### config.mk
export PLATFORM = sky130hd
export DESIGN_NAME = alu_issue_ctrl_flat
export DESIGN_NICKNAME = d
export VERILOG_FILES = /design/src/rtl/alu_issue_pkg.sv /design/src/rtl/alu_issue_ctrl_if.sv /design/src/rtl/alu_issue_fifo.sv /design/src/rtl/alu_issue_ctrl.sv /design/src/flat_wrapper.sv
export SDC_FILE = /design/constraint.sdc
export NUM_CORES = 1
export LEC_CHECK = 0
export ABC_AREA = 1
export ABC_CLOCK_PERIOD_IN_PS = 4350
export BUFFER_PORTS_ARGS = -buffer_cell sky130_fd_sc_hd__clkbuf_2
export CAP_MARGIN = 20
export CORE_MARGIN = 2
export CORE_UTILIZATION = 58
export DETAILED_ROUTE_END_ITERATION = 10
export MAX_ROUTING_LAYER = met4
export PLACE_DENSITY = 0.78
export SKIP_LAST_GASP = 1
export SYNTH_ARGS = -nofsm -noshare
export SYNTH_HDL_FRONTEND = slang
export SYNTH_SLANG_ARGS = --single-unit
### constraint.sdc
create_clock -name clk -period 4.35 [get_ports clk]
set_input_delay 0.2175 -clock clk [delete_from_list [all_inputs] [get_ports clk]]
set_output_delay 0.2175 -clock clk [all_outputs]
set_load 0.02 [all_outputs]
### src/rtl/alu_issue_pkg.sv
// Shared types and constants for the ALU issue stage.
// Beat layout is {opa, opb, cmd, m, cin, inp_valid[1:0]}.
package alu_issue_pkg;

    typedef enum logic [1:0] {
        ST_IDLE,
        ST_GATHER,
        ST_ISSUE,
        ST_WAIT
    } state_t;

    localparam int unsigned CMD_MUL_INC = 9;
    localparam int unsigned CMD_MUL_SHL = 10;

    function automatic int beat_width(input int opw, input int cmdw);
        return 2 * opw + cmdw + 4;
    endfunction

    // Multiply commands only exist in arithmetic mode (m=1).
    function automatic logic is_mul(input logic m, input int unsigned cmd);
        return m && (cmd == CMD_MUL_INC || cmd == CMD_MUL_SHL);
    endfunction

endpackage

### src/rtl/alu_issue_ctrl_if.sv
// Beat input handshake plus ALU-facing command bus of the issue stage.
// master = beat producer / ALU side, slave = alu_issue_ctrl.
interface alu_issue_ctrl_if #(
    parameter int OPWIDTH  = 8,
    parameter int CMDWIDTH = 4
);
    logic                in_valid;
    logic                in_ready;
    logic [OPWIDTH-1:0]  in_opa;
    logic [OPWIDTH-1:0]  in_opb;
    logic [CMDWIDTH-1:0] in_cmd;
    logic                in_m;
    logic                in_cin;
    logic [1:0]          in_inp_valid;

    logic [OPWIDTH-1:0]  opa;
    logic [OPWIDTH-1:0]  opb;
    logic [CMDWIDTH-1:0] cmd;
    logic                m;
    logic                cin;
    logic                ce;
    logic [1:0]          inp_valid;
    logic                res_valid;
    logic                timeout_err;
    logic                drop;
    logic                busy;

    modport master (
        output in_valid, in_opa, in_opb, in_cmd, in_m, in_cin, in_inp_valid,
        input  in_ready, opa, opb, cmd, m, cin, ce, inp_valid,
        input  res_valid, timeout_err, drop, busy
    );

    modport slave (
        input  in_valid, in_opa, in_opb, in_cmd, in_m, in_cin, in_inp_valid,
        output in_ready, opa, opb, cmd, m, cin, ce, inp_valid,
        output res_valid, timeout_err, drop, busy
    );
endinterface

### src/rtl/alu_issue_fifo.sv
// Synchronous FIFO, async reset; head is visible combinationally on rd_dat.
// Caller guarantees push only when not full (or popping) and pop only when not empty.
module alu_issue_fifo #(
    parameter int WIDTH = 8,
    parameter int DEPTH = 4
) (
    input  logic             clk,
    input  logic             rst,
    input  logic             push,
    input  logic [WIDTH-1:0] wr_dat,
    input  logic             pop,
    output logic [WIDTH-1:0] rd_dat,
    output logic             full,
    output logic             empty
);
    localparam int AW = $clog2(DEPTH);

    logic [AW:0]      wptr;
    logic [AW:0]      rptr;
    logic [WIDTH-1:0] mem [DEPTH];

    // Extra pointer MSB distinguishes full from empty when the indices coincide.
    assign empty  = (wptr == rptr);
    assign full   = (wptr[AW] != rptr[AW]) && (wptr[AW-1:0] == rptr[AW-1:0]);
    assign rd_dat = mem[rptr[AW-1:0]];

    always_ff @(posedge clk or posedge rst) begin
        if (rst) begin
            wptr <= '0;
            rptr <= '0;
        end else begin
            if (push) wptr <= wptr + (AW+1)'(1);
            if (pop)  rptr <= rptr + (AW+1)'(1);
        end
    end

    always_ff @(posedge clk) begin
        if (push) mem[wptr[AW-1:0]] <= wr_dat;
    end
endmodule

### src/rtl/alu_issue_ctrl.sv
// Issue stage ahead of the ALU: queues beats, merges split operands, holds ALU inputs for the command latency.
// Pop-to-ce is 1 cycle, res_valid follows ce by the latency; in_ready drops only when the FIFO is full and not popping.
module alu_issue_ctrl
    import alu_issue_pkg::*;
#(
    parameter int OPWIDTH  = 8,
    parameter int CMDWIDTH = 4,
    parameter int DEPTH    = 4,
    parameter int TIMEOUT  = 16,
    parameter int ALU_LAT  = 1,
    parameter int MUL_LAT  = 2
) (
    input  logic           clk,
    input  logic           rst,
    alu_issue_ctrl_if.slave bus
);
    typedef struct packed {
        logic [OPWIDTH-1:0]  opa;
        logic [OPWIDTH-1:0]  opb;
        logic [CMDWIDTH-1:0] cmd;
        logic                m;
        logic                cin;
        logic [1:0]          iv;
    } beat_t;

    localparam int BW     = beat_width(OPWIDTH, CMDWIDTH);
    localparam int TW     = $clog2(TIMEOUT + 1);
    localparam int MAXLAT = (MUL_LAT > ALU_LAT) ? MUL_LAT : ALU_LAT;
    localparam int LW     = $clog2(MAXLAT + 1);

    beat_t   in_beat;
    beat_t   head;
    beat_t   hold;
    state_t  state;
    logic    accept, push, pop, match, full, empty;
    logic [TW-1:0] tcnt;
    logic [LW-1:0] lcnt;

    logic [OPWIDTH-1:0]  opa_q, opb_q;
    logic [CMDWIDTH-1:0] cmd_q;
    logic                m_q, cin_q, ce_q, res_valid_q, timeout_err_q;
    logic [1:0]          iv_q;

    assign in_beat = {bus.in_opa, bus.in_opb, bus.in_cmd, bus.in_m, bus.in_cin, bus.in_inp_valid};

    // A partner must carry the same operation and exactly the operand still missing.
    assign match  = (state == ST_GATHER) && !empty && (head.cmd == hold.cmd) &&
                    (head.m == hold.m) && (head.iv == ~hold.iv);
    assign pop    = !empty && ((state == ST_IDLE) || match);
    assign accept = bus.in_valid && bus.in_ready;
    assign push   = accept && (bus.in_inp_valid != 2'b00);

    assign bus.in_ready    = !full || pop;
    assign bus.drop        = accept && (bus.in_inp_valid == 2'b00);
    assign bus.busy        = (state != ST_IDLE) || !empty;
    assign bus.opa         = opa_q;
    assign bus.opb         = opb_q;
    assign bus.cmd         = cmd_q;
    assign bus.m           = m_q;
    assign bus.cin         = cin_q;
    assign bus.ce          = ce_q;
    assign bus.inp_valid   = iv_q;
    assign bus.res_valid   = res_valid_q;
    assign bus.timeout_err = timeout_err_q;

    alu_issue_fifo #(.WIDTH(BW), .DEPTH(DEPTH)) u_fifo (
        .clk    (clk),
        .rst    (rst),
        .push   (push),
        .wr_dat (in_beat),
        .pop    (pop),
        .rd_dat (head),
        .full   (full),
        .empty  (empty)
    );

    always_ff @(posedge clk or posedge rst) begin
        if (rst) begin
            state         <= ST_IDLE;
            hold          <= '0;
            tcnt          <= '0;
            lcnt          <= '0;
            opa_q         <= '0;
            opb_q         <= '0;
            cmd_q         <= '0;
            m_q           <= 1'b0;
            cin_q         <= 1'b0;
            iv_q          <= 2'b00;
            ce_q          <= 1'b0;
            res_valid_q   <= 1'b0;
            timeout_err_q <= 1'b0;
        end else begin
            res_valid_q   <= 1'b0;
            timeout_err_q <= 1'b0;
            case (state)
                ST_IDLE: begin
                    ce_q <= 1'b0;
                    if (!empty) begin
                        hold  <= head;
                        tcnt  <= '0;
                        state <= (head.iv == 2'b11) ? ST_ISSUE : ST_GATHER;
                    end
                end
                ST_GATHER: begin
                    if (match) begin
                        if (hold.iv[0]) hold.opb <= head.opb;
                        else            hold.opa <= head.opa;
                        hold.iv <= 2'b11;
                        state   <= ST_ISSUE;
                    end else if (tcnt == TW'(TIMEOUT - 1)) begin
                        timeout_err_q <= 1'b1;
                        state         <= ST_ISSUE;
                    end else begin
                        tcnt <= tcnt + TW'(1);
                    end
                end
                ST_ISSUE: begin
                    opa_q <= hold.opa;
                    opb_q <= hold.opb;
                    cmd_q <= hold.cmd;
                    m_q   <= hold.m;
                    cin_q <= hold.cin;
                    iv_q  <= hold.iv;
                    ce_q  <= 1'b1;
                    lcnt  <= is_mul(hold.m, 32'(hold.cmd)) ? LW'(MUL_LAT) : LW'(ALU_LAT);
                    state <= ST_WAIT;
                end
                ST_WAIT: begin
                    if (lcnt <= LW'(1)) begin
                        res_valid_q <= 1'b1;
                        state       <= ST_IDLE;
                    end else begin
                        lcnt <= lcnt - LW'(1);
                    end
                end
                default: state <= ST_IDLE;
            endcase
        end
    end
endmodule

### src/flat_wrapper.sv
// flat-port wrapper written by rule: the top's interface ports become plain ports
module alu_issue_ctrl_flat import alu_issue_pkg::*;
#(
    parameter int OPWIDTH  = 8,
    parameter int CMDWIDTH = 4,
    parameter int DEPTH    = 4,
    parameter int TIMEOUT  = 16,
    parameter int ALU_LAT  = 1,
    parameter int MUL_LAT  = 2
)
  (clk, rst, bus_in_valid, bus_in_opa, bus_in_opb, bus_in_cmd, bus_in_m, bus_in_cin, bus_in_inp_valid, bus_in_ready, bus_opa, bus_opb, bus_cmd, bus_m, bus_cin, bus_ce, bus_inp_valid, bus_res_valid, bus_timeout_err, bus_drop, bus_busy);
  alu_issue_ctrl_if #(.OPWIDTH(OPWIDTH), .CMDWIDTH(CMDWIDTH)) bus_i ();
  input  logic clk;
  input  logic rst;
  input wire logic [$bits(bus_i.in_valid)-1:0] bus_in_valid;
  input wire logic [$bits(bus_i.in_opa)-1:0] bus_in_opa;
  input wire logic [$bits(bus_i.in_opb)-1:0] bus_in_opb;
  input wire logic [$bits(bus_i.in_cmd)-1:0] bus_in_cmd;
  input wire logic [$bits(bus_i.in_m)-1:0] bus_in_m;
  input wire logic [$bits(bus_i.in_cin)-1:0] bus_in_cin;
  input wire logic [$bits(bus_i.in_inp_valid)-1:0] bus_in_inp_valid;
  output wire logic [$bits(bus_i.in_ready)-1:0] bus_in_ready;
  output wire logic [$bits(bus_i.opa)-1:0] bus_opa;
  output wire logic [$bits(bus_i.opb)-1:0] bus_opb;
  output wire logic [$bits(bus_i.cmd)-1:0] bus_cmd;
  output wire logic [$bits(bus_i.m)-1:0] bus_m;
  output wire logic [$bits(bus_i.cin)-1:0] bus_cin;
  output wire logic [$bits(bus_i.ce)-1:0] bus_ce;
  output wire logic [$bits(bus_i.inp_valid)-1:0] bus_inp_valid;
  output wire logic [$bits(bus_i.res_valid)-1:0] bus_res_valid;
  output wire logic [$bits(bus_i.timeout_err)-1:0] bus_timeout_err;
  output wire logic [$bits(bus_i.drop)-1:0] bus_drop;
  output wire logic [$bits(bus_i.busy)-1:0] bus_busy;
  assign bus_i.in_valid = bus_in_valid;
  assign bus_i.in_opa = bus_in_opa;
  assign bus_i.in_opb = bus_in_opb;
  assign bus_i.in_cmd = bus_in_cmd;
  assign bus_i.in_m = bus_in_m;
  assign bus_i.in_cin = bus_in_cin;
  assign bus_i.in_inp_valid = bus_in_inp_valid;
  assign bus_in_ready = bus_i.in_ready;
  assign bus_opa = bus_i.opa;
  assign bus_opb = bus_i.opb;
  assign bus_cmd = bus_i.cmd;
  assign bus_m = bus_i.m;
  assign bus_cin = bus_i.cin;
  assign bus_ce = bus_i.ce;
  assign bus_inp_valid = bus_i.inp_valid;
  assign bus_res_valid = bus_i.res_valid;
  assign bus_timeout_err = bus_i.timeout_err;
  assign bus_drop = bus_i.drop;
  assign bus_busy = bus_i.busy;
  alu_issue_ctrl #(.OPWIDTH(OPWIDTH), .CMDWIDTH(CMDWIDTH), .DEPTH(DEPTH), .TIMEOUT(TIMEOUT), .ALU_LAT(ALU_LAT), .MUL_LAT(MUL_LAT)) u_core (.clk(clk), .rst(rst), .bus(bus_i));
endmodule
### Word level (Yosys, flattened, before mapping)

Memories as Yosys holds them, arrays and structs flattened.
Cells that the tools add are included.

* eq/ne operators: 22
* add/sub/neg operators: 4
* muxes and demuxes: 28
* reductions and logical operators: 30
* magnitude comparators: 1
* bitwise logic cells: 2

Operators by type and width (count)
* $pmux 16 s2: 1
* $mux 24: 1
* $mux 16: 1
* $mux 2: 8
* $mux 8: 2
* $mux 5: 3
* $reduce_and 4->1: 3
* $logic_and 1x1->1: 10
* $ne 2x2->1 const B: 5
* $pmux 5 s2: 1
* $reduce_bool 2->1: 5
* $eq 4x4->1 const B: 2
* $pmux 2 s2: 2
* $pmux 2 s4: 1
* $mux 1: 7
* $add 3x1->3 const B: 2
* $eq 2x2->1 const B: 3
* $ne 2x1->1 const B: 3
* $reduce_and 3->1: 2
* $add 5x1->5 const B: 1
* $eq 5x4->1 const B: 1
* $eq 2x2->1: 2
* $eq 4x4->1: 1
* $logic_not 2->1: 2
* 13 further kinds: 18

* word-level logic and storage cells: 108
* register bits: 66
* RAM bits: 96
* memories kept: 1

Memories
* u_core.u_fifo.mem: words 4, width 24, read ports 1, clocked after memory_dff 0, write ports 1, line alu_issue_fifo.sv:20 `logic [WIDTH-1:0] mem [DEPTH];`

### Depth between registers and ports, before layout

Gate-level depths: netlist (run 1).

* word-level depth: 13
* depth in mapped cells: 15
* depth with buffers taken out: 14

### Hierarchy

From an unflattened synthesis (run 1), not the netlist that was laid out.

* cell total of the unflattened synthesis: 689
* area total of the unflattened synthesis: 7148.1 sq um

Modules (own cells, without submodules)
* alu_issue_fifo: cells an instance 323, times used 1, area an instance 4294.1 sq um
* alu_issue_ctrl: cells an instance 366, times used 1, area an instance 2854.0 sq um

### Least setup slack after synthesis (run 1)

OpenSTA, ideal clock, no wires.

* path type: reg-to-reg
* from: register u_core.u_fifo.rptr[1]
* to: memory u_core.u_fifo.mem[0][0] (netlist bit) (enable)
* path slack: 1.212 ns
* library setup time: 0.405 ns
* cell stages (with the launch flop): 14
* required time: 3.945 ns
* data arrival time: 2.733 ns
* cell sequence: dfrtp_1 > buf_4 > inv_4 > clkbuf_2 > nand3_1 > nand3_1 > nand2_1 > inv_1 > nand2_1 > nor2_2 > nand2_2 > nand3_2 > nand3_1 > nor2_1

* word-level cells in the longest chain between the ends: 13

Ends and longest elaborated chain
* from (decl): line alu_issue_fifo.sv:19 `logic [AW:0] rptr;`
* from (signal assigned): line alu_issue_fifo.sv:33 `if (pop) rptr <= rptr + (AW+1)'(1);`
* branches (longest 8 deep; another with $mem_v2 4x24)
* $logic_or 1x1->1 *: line alu_issue_ctrl.sv:53 `assign bus.in_ready = !full || pop;`
* named net bus_in_ready: line flat_wrapper.sv:22 `output wire logic [$bits(bus_i.in_ready)-1:0] bus_in_ready;`
* $logic_and 1x1->1 *: line alu_issue_ctrl.sv:50 `assign accept = bus.in_valid && bus.in_ready;`
* $logic_and 1x1->1 *: line alu_issue_ctrl.sv:51 `assign push = accept && (bus.in_inp_valid != 2'b00);`
* $mux 1 *: line alu_issue_fifo.sv:38 `if (push) mem[wptr[AW-1:0]] <= wr_dat;`
* $mux 1 (implied by the code) *: line alu_issue_fifo.sv:38
* to (decl): line alu_issue_fifo.sv:20

Mark *: on every way through the listed nets, which the timed path passes.

### Worst setup path after layout (run 1)

* from: register u_core.u_fifo.rptr[1]
* to: memory u_core.u_fifo.mem[3][2] (netlist bit) (enable)

* word-level cells in the longest chain between the ends: 13

Ends and longest elaborated chain (line)
* branches (longest 8 deep; another with $mem_v2 4x24)
* $logic_or 1x1->1 *: alu_issue_ctrl.sv:53
* $logic_and 1x1->1 *: alu_issue_ctrl.sv:50
* $logic_and 1x1->1 *: alu_issue_ctrl.sv:51
* $mux 1 *: alu_issue_fifo.sv:38
* $mux 1 (implied by the code) *: alu_issue_fifo.sv:38

Every way passes the cells marked *.

==> key figures, run 1 <==
Yosys
  – Synth cell types: 32
  – Cell taking the most area after synthesis: edfxtp_1
  – Seq cells post-synth: 162
  – Top_reg_cell synth: edfxtp_1
  – Synth Net Count: 670
  – Synth top area cells: edfxtp_1 42%, dfrtp_1 24%, nand2_1 10%
  – Yosys Warn Count: 0
  – Cell Area, Synth: 6840 µm²
  – Mean Syn Cell Area: 10.8 µm²
  – Post-synthesis sequential area ratio: 0.663
  – Yosys top cell area share: 0.422
  – Post-synth ARST share: 0.407
  – Number of synthesized flops with an enable pin: 96
  – Gate count after technology mapping: 630

Setup path
  – Critical R2R Launch: u_core.u_fifo.rptr[1]
  – Top cell by count, worst path: nand2_1
  – R2r setup slk: 0.99 ns
  – Critical Path RT: 4.44 ns
  – Startpoint Class: flip-flop
  – R2R cell count: 13
  – Critical path type: flip-flop to flip-flop
  – Critical path, cell by cell: inv_4, nand2_1, nand2_1, nand3_2, nand2_1, nor2_1, nand2_1, nor2_2, nand2_2, nand3_2, nand3_1, nor2_2, buf_4
  – Capture point of the worst reg-to-reg path: u_core.u_fifo.mem[3][2]
  – CP max stage delay: 0.94 ns
  – Slowest cell on the critical path: dfrtp_1
  – Critical path data arrival time: 3.45 ns
  – Worst setup EP type: flip-flop
  – Crit-path max FO: 27

Global routing
  – Initial antenna violation count: 0
  – Largest net degree at the start of global routing: 67
  – GRT Overall Usage: 0.235
  – First-pass GRT wire length: 22.4 mm
  – Overflow after GRT: 0
  – Vias in the first global route: 4,518

Place
  – Area post-placement: 7230 µm²
  – Pre-CTS worst setup slack: 1.07 ns
  – # port buffers: 56
  – RePlAce Congestion: 0.843
  – DP Wirelength: 8.78 mm

Detailed routing
  – DRC: 0
  – Via/cell ratio: 5.63
  – Total wire length: 13.6 mm
  – Wirelength per Cell: 16.0 µm
  – Drt first-iter violations: 396
  – First-pass iteration count of the detailed router: 5
  – DR vias: 4,777
  – Routed Antenna Nets: 0

Clock network
  – Worst skew pair latency: 0.43 ns
  – Clock tree buffer depth: 2
  – Clock root buffer: clkbuf_16
  – # clock sinks: 162
  – Cts bufs inserted: 17
  – Htree depth: 4
  – Clock transition at path regs: 0.07 ns
  – CTS tree: done

STA
  – RSZ-0062 raised after global routing: false
  – Final Max Tran Viols: 0
  – Hold Vio Cnt, Final: 5
  – Fin crit share: 0.771
  – Fmax: 0.298 GHz
  – Fin crit period: 3.36 ns
  – Minimum hold slack: -0.00791 ns
  – Fin Setup TNS: 0 ns
  – Clock skew: 0.00850 ns
  – Setup violators final: 0
  – Setup WS post-layout: 0.994 ns
  – Worst-case headroom to the max-slew limit: 0.393
  – Worst-Margin Slew: 0.911 ns

Layout
  – Diode count: 0
  – Multi-input gate area: 2050 µm²
  – Area Overhead vs Synth: 15.5%
  – Fillers: 815
  – Post-route cell area: 7900 µm²
  – Share of layout cells above drive strength 1: 0.188
  – Register area: 4530 µm²
  – Final nets: 733
  – Post-route core utilization: 0.688

Pwr
  – Logic pwr share: 0.375
  – Int Pwr: 3.65 mW
  – Power Density: 777 nW/µm²
  – Switching part of the total: 0.404
  – Peak supply drop: 0.529 mV
  – Switching power: 2.48 mW
  – Lkg Pwr: 3.43 nW
  – Clock power frac: 0.248
  – Sequential share of power: 0.377

Hold path
  – Hold crit path type: input port to async pin

Die
  – Die Wd: 113 µm
  – Initial core utilization: 0.596
  – DIE AREA: 12,700 µm²
  – # IOs: 57
  – Row cnt: 39
  – Core area: 11,500 µm²
  – Die height: 113 µm

Outcome
  – Status: finished with violations
  – Violations in the final reports: hold timing

Job
  – Max cap viols: 0
==> logic make-up (layout without fill, tap and decap cells) <==
group,count (synthesis),after routing,synth area share
XOR/XNOR,7,7,0.00897
buffers and inverters,59,135,0.0388
multiplexers,1,1,0.00165
adder cells (fa/ha/maj),13,13,0.0238
AO/OA/AOI/OAI,97,97,0.0855
AND/OR/NAND/NOR,291,291,0.178
flip-flops,162,162,0.663
==> worst max-delay path: cells and delay by family, from the launching register on <==
| family | cells | cell delay [ns] |
|---|---|---|
| simple gates | 11 | 1.43 |
| flops | 1 | 0.94 |
| buf+inv | 2 | 0.61 |
==> cells in the mapped netlist (2+ instances only) <==
master and count:
inv_2 3, buf_6 4, buf_2 2, nand3_4 2
nand4_1 11, nor2_2 2, nand2_1 191, dfrtp_1 66
clkbuf_1 15, edfxtp_1 96, o21a_1 3, o22ai_1 17
ha_1 13, nand3_2 2, xnor2_1 3, xor2_1 4
buf_4 2, nand2_2 2, nand3_1 29, o21ai_0 53
a21oi_1 5, inv_1 30, o21ai_2 17, nor2_1 50
==> cells in the final DEF (no fill, tap or decap), types with 11 or more instances in the layout <==
cell and instances:
dfrtp_1 66, clkbuf_16 17, clkbuf_2 56, nand2_1 191, nand3_1 29, o22ai_1 17
inv_1 29, o21ai_2 17, nand4_1 11, edfxtp_1 96, o21ai_0 53, ha_1 13
nor2_1 46
==> how the worst max path moves through the flow <==
stage                          start                        to  slack (ns)  depth (start not counted)
2_1_floorplan  u_core.u_fifo.rptr[1]   u_core.u_fifo.mem[0][0]        1.21                         13
3_3_place_gp   u_core.u_fifo.rptr[1]  u_core.u_fifo.mem[3][18]        1.21                         13
3_5_place_dp   u_core.u_fifo.rptr[1]  u_core.u_fifo.mem[3][18]        1.07                         13
4_1_cts        u_core.u_fifo.rptr[1]   u_core.u_fifo.mem[3][2]        1.03                         13
5_1_grt        u_core.u_fifo.rptr[1]  u_core.u_fifo.mem[1][13]        0.72                         13
6_report       u_core.u_fifo.rptr[1]   u_core.u_fifo.mem[3][2]        0.99                         13
==> registers in the layout (all words and copies together) (netlist names), 3 cells and up <==
signal,flops
u_core.bus.cmd,4
u_core.bus.opa,8
u_core.bus.opb,8
u_core.hold,24
u_core.tcnt,5
u_core.u_fifo.mem,96
u_core.u_fifo.rptr,3
u_core.u_fifo.wptr,3
==> power by group through the flow <==
stage / logic (mW) / registers (mW) / clock network, mW
after global routing: 2.58 / 2.35 / 1.61
after global placement: 2.19 / 2.32 / 0
after detailed placement: 2.26 / 2.33 / 0
final: 2.30 / 2.31 / 1.52
after floorplan: 1.67 / 2.38 / 0
after CTS: 2.30 / 2.31 / 1.54
==> per-layer routing <==
layer  GRT usage  vias to the layer above  wire, µm
li1            -                     2265         -
met1       0.316                     2305      5980
met2       0.347                      182      6420
met3      0.0605                       25       878
met4      0.0935                        0       291
met5           -                        -         0
==> area by class of cell <==
type	instances	area share
inverter	34	0.0165
multi-input combinational	409	0.259
clock inverter	15	0.0241
tap	143	0.0227
clock buffer	17	0.0539
sequential	162	0.574
timing repair buffer	69	0.0494
==> what timing repair did <==
item                      4_1_cts  5_1_grt
buffers inserted                0        0
hold endpoints to repair       20        0
resized for setup               0        0
hold buffers                    5        0
==> metrics by stage <==
| stage | hold slack (ns) | total power [mW] | instances |
|---|---|---|---|
| 2_1_floorplan | 0.316 | 4.05 | 630 |
| 3_3_place_gp | 0.436 | 4.51 | 812 |
| 3_5_place_dp | 0.445 | 4.60 | 812 |
| 4_1_cts | 0.0000850 | 6.14 | 849 |
| 5_1_grt | 0.00684 | 6.54 | 849 |
| 6_report | -0.00791 | 6.13 | 849 |
Note: power is estimated with default switching activity, not from simulation.
==> run 2: changes to the inputs <==
--- a/config.mk
+++ b/config.mk
@@ -5,8 +5,8 @@
 export SDC_FILE = /design/constraint.sdc
 export NUM_CORES = 1
 export LEC_CHECK = 0
-export ABC_AREA = 1
-export ABC_CLOCK_PERIOD_IN_PS = 4350
+export ABC_AREA = 0
+export ABC_CLOCK_PERIOD_IN_PS = 3400
 export BUFFER_PORTS_ARGS = -buffer_cell sky130_fd_sc_hd__clkbuf_2
 export CAP_MARGIN = 20
 export CORE_MARGIN = 2
==> constraint.sdc (replaced) <==
create_clock -name clk -period 3.4 [get_ports clk]
set_input_delay 0.17 -clock clk [delete_from_list [all_inputs] [get_ports clk]]
set_output_delay 0.17 -clock clk [all_outputs]
set_load 0.02 [all_outputs]
==> run 2 against run 1 <==
  * The flow now finishes without violations
  * Register-to-register slack lost 0.57 ns
  * Worst hold slack improved by 0.035 ns
  * Synthesized cell count decreased by 38%
  * Critical path type unchanged
  * First-iteration DRC count decreased by 50%
  * Critical path depth decreased by 6
  * Core utilization grew 1.3 points
  * Clock skew is 0.00056 ns lower
  * Area after synthesis down 3.0%
==> key figures, run 2 <==
Pwr
  – Int Pwr: 5.09 mW (+39%)
  – Clock power frac: 0.243 (-0.005)
  – Switching power: 2.54 mW (+2.3%)
  – Logic pwr share: 0.354 (-0.021)
  – Switching part of the total: 0.332 (-0.0717)
  – Lkg Pwr: 3.07 nW (-10%)
  – Peak supply drop: 0.516 mV (-2.5%)
  – Design Power: 7.63 mW (+24%)
  – Sequential share of power: 0.403 (+0.026)
  – Power Density: 966 nW/µm² (+24%)

Die
  – Die height: 111 µm (-1.5%)
  – Core area: 11,300 µm² (-1.7%)
  – DIE AREA: 12,300 µm² (-2.9%)
  – Die Wd: 111 µm (-1.5%)
  – Row cnt: 39 (unchanged)
  – Initial core utilization: 0.588 (-0.00810)
  – # IOs: 57 (unchanged)

Global routing
  – Initial antenna violation count: 0 (unchanged)
  – GRT Overall Usage: 0.227 (-0.00825)
  – Largest net degree at the start of global routing: 37 (-45%)
  – Overflow after GRT: 0 (unchanged)
  – Vias in the first global route: 3,809 (-16%)
  – First-pass GRT wire length: 20.4 mm (-9.0%)

Hold path
  – Hold-critical path endpoint: u_core.u_fifo.mem[1][1]
  – HP Start: bus_in_inp_valid[1]
  – Hold Path Depth: 1
  – Hold crit path type: input port to flip-flop

Detailed routing
  – Total wire length: 12.5 mm (-8.1%)
  – Drt first-iter violations: 197 (-50%)
  – Via/cell ratio: 5.73 (+1.8%)
  – Routed Antenna Nets: 0 (unchanged)
  – DRC: 0 (unchanged)
  – Wirelength per Cell: 19.4 µm (+21%)
  – First-pass iteration count of the detailed router: 4 (-1)
  – DR vias: 3,678 (-23%)

Yosys
  – Seq cells post-synth: 162 (unchanged)
  – Number of synthesized flops with an enable pin: 96 (unchanged)
  – Mean Syn Cell Area: 17.0 µm² (+56%)
  – Synth Net Count: 431 (-36%)
  – Post-Synth Simple-Gate Area: 0.0427 (-0.135)
  – Synth top area cells: edfxtp_1 43%, dfrtp_1 25%, mux4_2 7.5%
  – Post-synth ARST share: 0.407 (unchanged)
  – Most frequent cell after synthesis: edfxtp_1
  – XOR/XNOR share of the synthesized area: 0.0198 (+0.0109)
  – Gate count after technology mapping: 391 (-38%)
  – Synth Area in Adders: 0.0245 (+0.000746)
  – Compound-Gate Fraction of Synth Area: 0.0400 (-0.0455)
  – Yosys Warn Count: 0 (unchanged)
  – Cell taking the most area after synthesis: edfxtp_1
  – Yosys top cell area share: 0.435 (+0.0132)
  – Post-synthesis sequential area ratio: 0.684 (+0.0208)
  – Synth cell types: 44 (+38%)
  – Top_reg_cell synth: edfxtp_1
  – Most frequent cells after synthesis: 96 x edfxtp_1, 66 x dfrtp_1, 39 x mux2_2
  – Post-synthesis mux area share: 0.169 (+0.167)
  – Cell Area, Synth: 6630 µm² (-3.0%)
  – Largest family of logic cells by synthesized area: multiplexers

Place
  – # port buffers: 56 (unchanged)
  – DP Wirelength: 7.62 mm (-13%)
  – RePlAce Congestion: 0.878 (+4.2%)

Layout
  – Post-route core utilization: 0.701 (+0.0126)
  – Commonest non-fill, non-tap cell in the layout: edfxtp_1
  – Fillers: 708 (-13%)
  – Area Overhead vs Synth: 19.2%
  – Diode count: 0 (unchanged)
  – Share of layout cells above drive strength 1: 0.333 (+0.144)
  – Final nets: 526 (-28%)
  – Max reg flops: 96 (unchanged)
  – Commonest cells after routing, fill and taps aside: 96 x edfxtp_1, 65 x dfrtp_1, 56 x clkbuf_2

STA
  – Worst-case headroom to the max-slew limit: 0.496 (+0.103)
  – Final Max Tran Viols: 0 (unchanged)
  – Clock skew: 0.00794 ns (-0.000565 ns)
  – Fmax: 0.337 GHz (+13%)
  – Fin Setup TNS: 0 ns (unchanged)
  – Hold Vio Cnt, Final: 0 (-5)
  – Fin crit period: 2.97 ns (-0.385 ns)
  – Setup violators final: 0 (unchanged)
  – RSZ-0062 raised after global routing: false
  – Worst-Margin Slew: 0.756 ns (-0.155 ns)
  – Fin crit share: 0.874 (+0.102)

Job
  – Max cap viols: 0 (unchanged)

Clock network
  – Clock transition at path regs: 0.06 ns (about the same)
  – Clock root buffer: clkbuf_16
  – Cts bufs inserted: 17 (unchanged)
  – CTS tree: done
  – Post-CTS Setup Inserts: 0 (unchanged)
  – Worst skew pair latency: 0.42 ns (about the same)
  – # clock sinks: 162 (unchanged)
  – Htree depth: 4 (unchanged)
  – Hold_buf cts: 23 (+18)
  – Post-cts resize count: 0 (unchanged)
  – Clock tree buffer depth: 2 (unchanged)

Setup path
  – Critical path, cell by cell: mux2i_1, nor3b_1, o21ai_0, a211o_1, a21oi_1, and2_1, buf_4
  – Worst setup EP type: flip-flop
  – Critical Path RT: 3.48 ns (-0.96 ns)
  – Critical path data arrival time: 3.05 ns (-0.40 ns)
  – CP max stage delay: 0.63 ns (-0.31 ns)
  – Critical R2R Launch: u_core.u_fifo.rptr[1]
  – Slowest cell on the critical path: dfrtp_1
  – R2r setup slk: 0.43 ns (-0.57 ns)
  – Critical path type: flip-flop to flip-flop
  – Critical path origin: u_core.u_fifo.rptr[1]
  – Crit-path max FO: 24 (-11%)
  – R2R cell count: 7 (-6)
  – Startpoint Class: flip-flop
  – Capture point of the worst reg-to-reg path: u_core.u_fifo.mem[2][14]

Outcome
  – Status: completed
run 2: cell types whose count changed in the layout (fill, tap and decap cells not counted), moves of 16 or more:
cell,before,now
nand2_1,191,18
o21ai_0,53,5
nor2_1,46,5
mux2_2,1,39
mux4_2,0,22
nand3_1,29,8
dlygate4sd3_1,5,23
o22ai_1,17,0
inv_1,29,13
o21ai_2,17,1
run 2: power groups by stage:
| stage | logic (mW) | clock network [mW] | registers, mW |
|---|---|---|---|
| floorplan | 1.89 | 0 | 3.15 |
| CTS | 2.73 | 1.87 | 3.08 |
| global route | 2.95 | 1.97 | 3.14 |
| global placement | 2.57 | 0 | 3.07 |
| finish | 2.70 | 1.86 | 3.07 |
| detailed placement | 2.67 | 0 | 3.10 |
run 2: layer usage:
layer	share of wire	vias to the layer above	track usage
li1	-	1680	-
met1	0.43	1881	0.292
met2	0.52	96	0.366
met3	0.035	21	0.0454
met4	0.018	0	0.0808
met5	0	-	-
run 2: worst max path at each step:
stage | cells past startpoint | to
floorplan | 7 | u_core.u_fifo.mem[3][0]
global placement | 7 | u_core.u_fifo.mem[2][14]
detailed placement | 7 | u_core.u_fifo.mem[1][11]
CTS | 7 | u_core.u_fifo.mem[1][23]
global route | 7 | u_core.u_fifo.mem[2][0]
finish | 7 | u_core.u_fifo.mem[2][14]
run 2: through the flow:
step | setup WS (ns) | area [µm²] | hold WS [ns] | std cells
after global routing | 0.174 | 7900 | 0.0336 | 642
after global placement | 0.602 | 7100 | 0.308 | 587
after detailed placement | 0.459 | 7100 | 0.337 | 587
final | 0.429 | 7900 | 0.0266 | 642
after CTS | 0.431 | 7900 | 0.0170 | 642
after floorplan | 0.00555 | 6630 | 0.269 | 391
run 2: final cells by class:
type                            instances  area [µm²]  share of cell area
Clock buffer                           22         464              0.0587
Clock inverter                         10         110              0.0139
Inverter                               15        56.3             0.00712
Multi-Input combinational cell        200        1960               0.249
Sequential cell                       162        4540               0.574
Tap cell                              143         179              0.0226
Timing Repair Buffer                   90         593              0.0750
run 2: cell families (layout without fill, tap and decap cells):
family | Yosys count | in the layout
AO/OA/AOI/OAI | 37 | 37
multiplexers | 78 | 78
adder cells (fa/ha/maj) | 13 | 13
flip-flops | 162 | 162
buffers and inverters | 29 | 137
AND/OR/NAND/NOR | 57 | 57
XOR/XNOR | 15 | 15
run 2: critical path: cells and delay by family (launching register included):
kind | cells | cell delay (ns)
buffers and inverters | 1 | 0.35
AND/OR/NAND/NOR | 2 | 0.44
flip-flops | 1 | 0.63
multiplexers | 1 | 0.37
AO/OA/AOI/OAI | 3 | 0.84
==> run 3: changes to the inputs <==
--- a/config.mk
+++ b/config.mk
@@ -7,13 +7,14 @@
 export LEC_CHECK = 0
 export ABC_AREA = 0
 export ABC_CLOCK_PERIOD_IN_PS = 3400
-export BUFFER_PORTS_ARGS = -buffer_cell sky130_fd_sc_hd__clkbuf_2
 export CAP_MARGIN = 20
 export CORE_MARGIN = 2
 export CORE_UTILIZATION = 58
 export DETAILED_ROUTE_END_ITERATION = 10
+export DONT_BUFFER_PORTS = 1
+export GPL_ROUTABILITY_DRIVEN = 0
 export MAX_ROUTING_LAYER = met4
-export PLACE_DENSITY = 0.78
+export PLACE_DENSITY = 0.74
 export SKIP_LAST_GASP = 1
 export SYNTH_ARGS = -nofsm -noshare
 export SYNTH_HDL_FRONTEND = slang
==> run 3 against run 2 <==
  * Critical path depth grew 2
  * Combinational power is 13% lower
  * Power is 2.2% lower
  * Non-clock buffer count decreased by 50
  * Clock power about the same
  * Maximum frequency shrank 3.2%
  * Worst setup slack lost 0.098 ns
  * Critical path type unchanged
==> key figures, run 3 (synthesis results as in run 2) <==
Outcome
  – Status: completed

Setup path
  – R2r setup slk: 0.33 ns (-0.10 ns)
  – Top cell by count, worst path: nor2_1
  – Worst setup EP type: flip-flop
  – Critical path data arrival time: 3.37 ns (+0.32 ns)
  – CP Depth: 9 (+2)
  – R2R cell count: 9 (+2)
  – Worst path top cell family by delay: compound AO/OA/AOI/OAI gates
  – Slowest cell on the critical path: dfrtp_2
  – Crit-path max FO: 17 (-29%)
  – CP max stage delay: 0.49 ns (-0.14 ns)
  – Critical path, cell by cell: buf_4, xnor2_1, nand3_1, nor2_1, inv_2, o21ai_2, nor2_1, a21oi_2, mux2_2
  – CP bufs+invs: 2 (+1)
  – Critical Path RT: 3.70 ns (+0.22 ns)
  – Critical path type: flip-flop to flip-flop
  – Startpoint Class: flip-flop

Place
  – Area post-placement: 6860 µm² (-3.3%)
  – DP Wirelength: 7.40 mm (-2.8%)
  – Placed cells: 535 (-8.9%)
  – # port buffers: 0 (-100%)
  – Pre-CTS worst setup slack: 0.230 ns (-0.229 ns)

Layout
  – Post-route cell area: 7690 µm² (-2.7%)
  – Share of layout cells above drive strength 1: 0.261 (-0.0721)
  – Commonest cells after routing, fill and taps aside: 96 x edfxtp_1, 64 x dfrtp_1, 39 x mux2_2
  – Post-route core utilization: 0.682 (-0.0190)
  – Max reg flops: 96 (unchanged)
  – Final nets: 476 (-9.5%)
  – Commonest non-fill, non-tap cell in the layout: edfxtp_1
  – Area Overhead vs Synth: 16.0%
  – Diode count: 0 (unchanged)
  – Final Non-Filler Cells: 592 (-7.8%)

STA
  – Final Max Tran Viols: 0 (unchanged)
  – Fmax: 0.326 GHz (-3.2%)
  – Minimum hold slack: 0.0604 ns (+0.0338 ns)
  – RSZ-0062 raised after global routing: false
  – Fin crit share: 0.903 (+0.0287)
  – Setup WS post-layout: 0.331 ns (-0.0976 ns)
  – Fin Setup TNS: 0 ns (unchanged)
  – Worst-Margin Slew: 0.930 ns (+0.174 ns)
  – Fin crit period: 3.07 ns (+0.0976 ns)
  – Hold Vio Cnt, Final: 0 (unchanged)
  – Worst-case headroom to the max-slew limit: 0.379 (-0.117)
  – Setup violators final: 0 (unchanged)
  – Clock skew: 0.00643 ns (-0.00151 ns)

Pwr
  – Switching power: 2.47 mW (-2.7%)
  – Switching part of the total: 0.331 (-0.00167)
  – Sequential share of power: 0.440 (+0.037)
  – Int Pwr: 5.00 mW (-1.9%)
  – Power Density: 971 nW/µm² (+0.55%)
  – Peak supply drop: 0.497 mV (-3.7%)
  – Lkg Pwr: 2.87 nW (-6.4%)
  – Logic pwr share: 0.313 (-0.041)
  – Clock power frac: 0.247 (+0.004)
  – Design Power: 7.46 mW (-2.2%)

Clock network
  – # clock sinks: 162 (unchanged)
  – Htree depth: 4 (unchanged)
  – Clock tree buffer depth: 2 (unchanged)
  – Clock root buffer: clkbuf_16
  – Cts bufs inserted: 17 (unchanged)
  – Post-CTS Setup Inserts: 0 (unchanged)
  – CTS tree: done
  – Worst skew pair latency: 0.42 ns (about the same)
  – Clock transition at path regs: 0.06 ns (about the same)

Detailed routing
  – Total wire length: 11.6 mm (-6.8%)
  – Routed Antenna Nets: 0 (unchanged)
  – DRC: 0 (unchanged)
  – Via/cell ratio: 5.81 (+1.4%)
  – DR vias: 3,440 (-6.5%)
  – First-pass iteration count of the detailed router: 4 (unchanged)
  – Wirelength per Cell: 19.6 µm (+1.1%)
  – Drt first-iter violations: 230 (+17%)

Die
  – DIE AREA: 12,300 µm² (unchanged)
  – Die Wd: 111 µm (unchanged)
  – # IOs: 57 (unchanged)
  – Row cnt: 39 (unchanged)
  – Core area: 11,300 µm² (unchanged)
  – Initial core utilization: 0.588 (unchanged)
  – Die height: 111 µm (unchanged)

Global routing
  – First-pass GRT wire length: 19.2 mm (-5.5%)
  – GRT Overall Usage: 0.213 (-0.0134)
  – Overflow after GRT: 0 (unchanged)
  – Initial antenna violation count: 0 (unchanged)
  – Vias in the first global route: 3,726 (-2.2%)
  – Largest net degree at the start of global routing: 44 (+19%)

Hold path
  – Hold crit path type: input port to flip-flop
  – Hold Path Depth: 3 (+2)

Job
  – Max cap viols: 0 (unchanged)
-- run 3: worst reg2reg max path, cell delays in order, from the launching register on --
cell	delay (ns)
dfrtp_2	0.49
buf_4	0.35
xnor2_1	0.21
nand3_1	0.13
nor2_1	0.38
inv_2	0.21
o21ai_2	0.20
nor2_1	0.13
a21oi_2	0.46
mux2_2	0.41
-- run 3: path summary, 6_finish.rpt --
check                                      startpoint               endpoint
max in group asynchronous                         rst      u_core.bus.opa[5]
min in group asynchronous                         rst      u_core.bus.cmd[1]
worst min register to register        u_core.hold[13]        u_core.hold[13]
worst min-delay path                     bus_in_valid  u_core.u_fifo.wptr[0]
worst max register to register  u_core.u_fifo.rptr[0]        u_core.hold[10]
worst max-delay path            u_core.u_fifo.rptr[0]        u_core.hold[10]
-- run 3: final cells by class --
cell class / instances / area, µm²
repair buffers: 40 / 375
well taps: 143 / 179
flip-flops and latches: 162 / 4540
multi-input cells: 200 / 1960
clock buffers: 19 / 443
inverters: 15 / 56.3
clock inverters: 13 / 134
fillers: 720 / 3580
-- run 3: repair_timing --
| action | CTS | global route |
|---|---|---|
| hold buffers | 25 | 0 |
| hold endpoints to repair | 138 | 0 |
| setup endpoints to repair | 0 | 6 |
| resized for setup | 0 | 1 |
-- run 3: power groups by stage --
stage | Sequential, mW | Clock [mW] | Combinational (mW)
6_report | 3.28 | 1.85 | 2.34
3_5_place_dp | 3.32 | 0 | 2.32
2_1_floorplan | 3.15 | 0 | 1.89
3_3_place_gp | 3.30 | 0 | 2.24
5_1_grt | 3.35 | 1.96 | 2.58
4_1_cts | 3.29 | 1.87 | 2.37
-- run 3: routing by layer --
metal | vias up | wire length [µm] | global-route usage
met5 | - | 0 | -
met3 | 12 | 463 | 0.0552
li1 | 1581 | - | -
met1 | 1773 | 5030 | 0.267
met2 | 74 | 5960 | 0.342
met4 | 0 | 156 | 0.0783
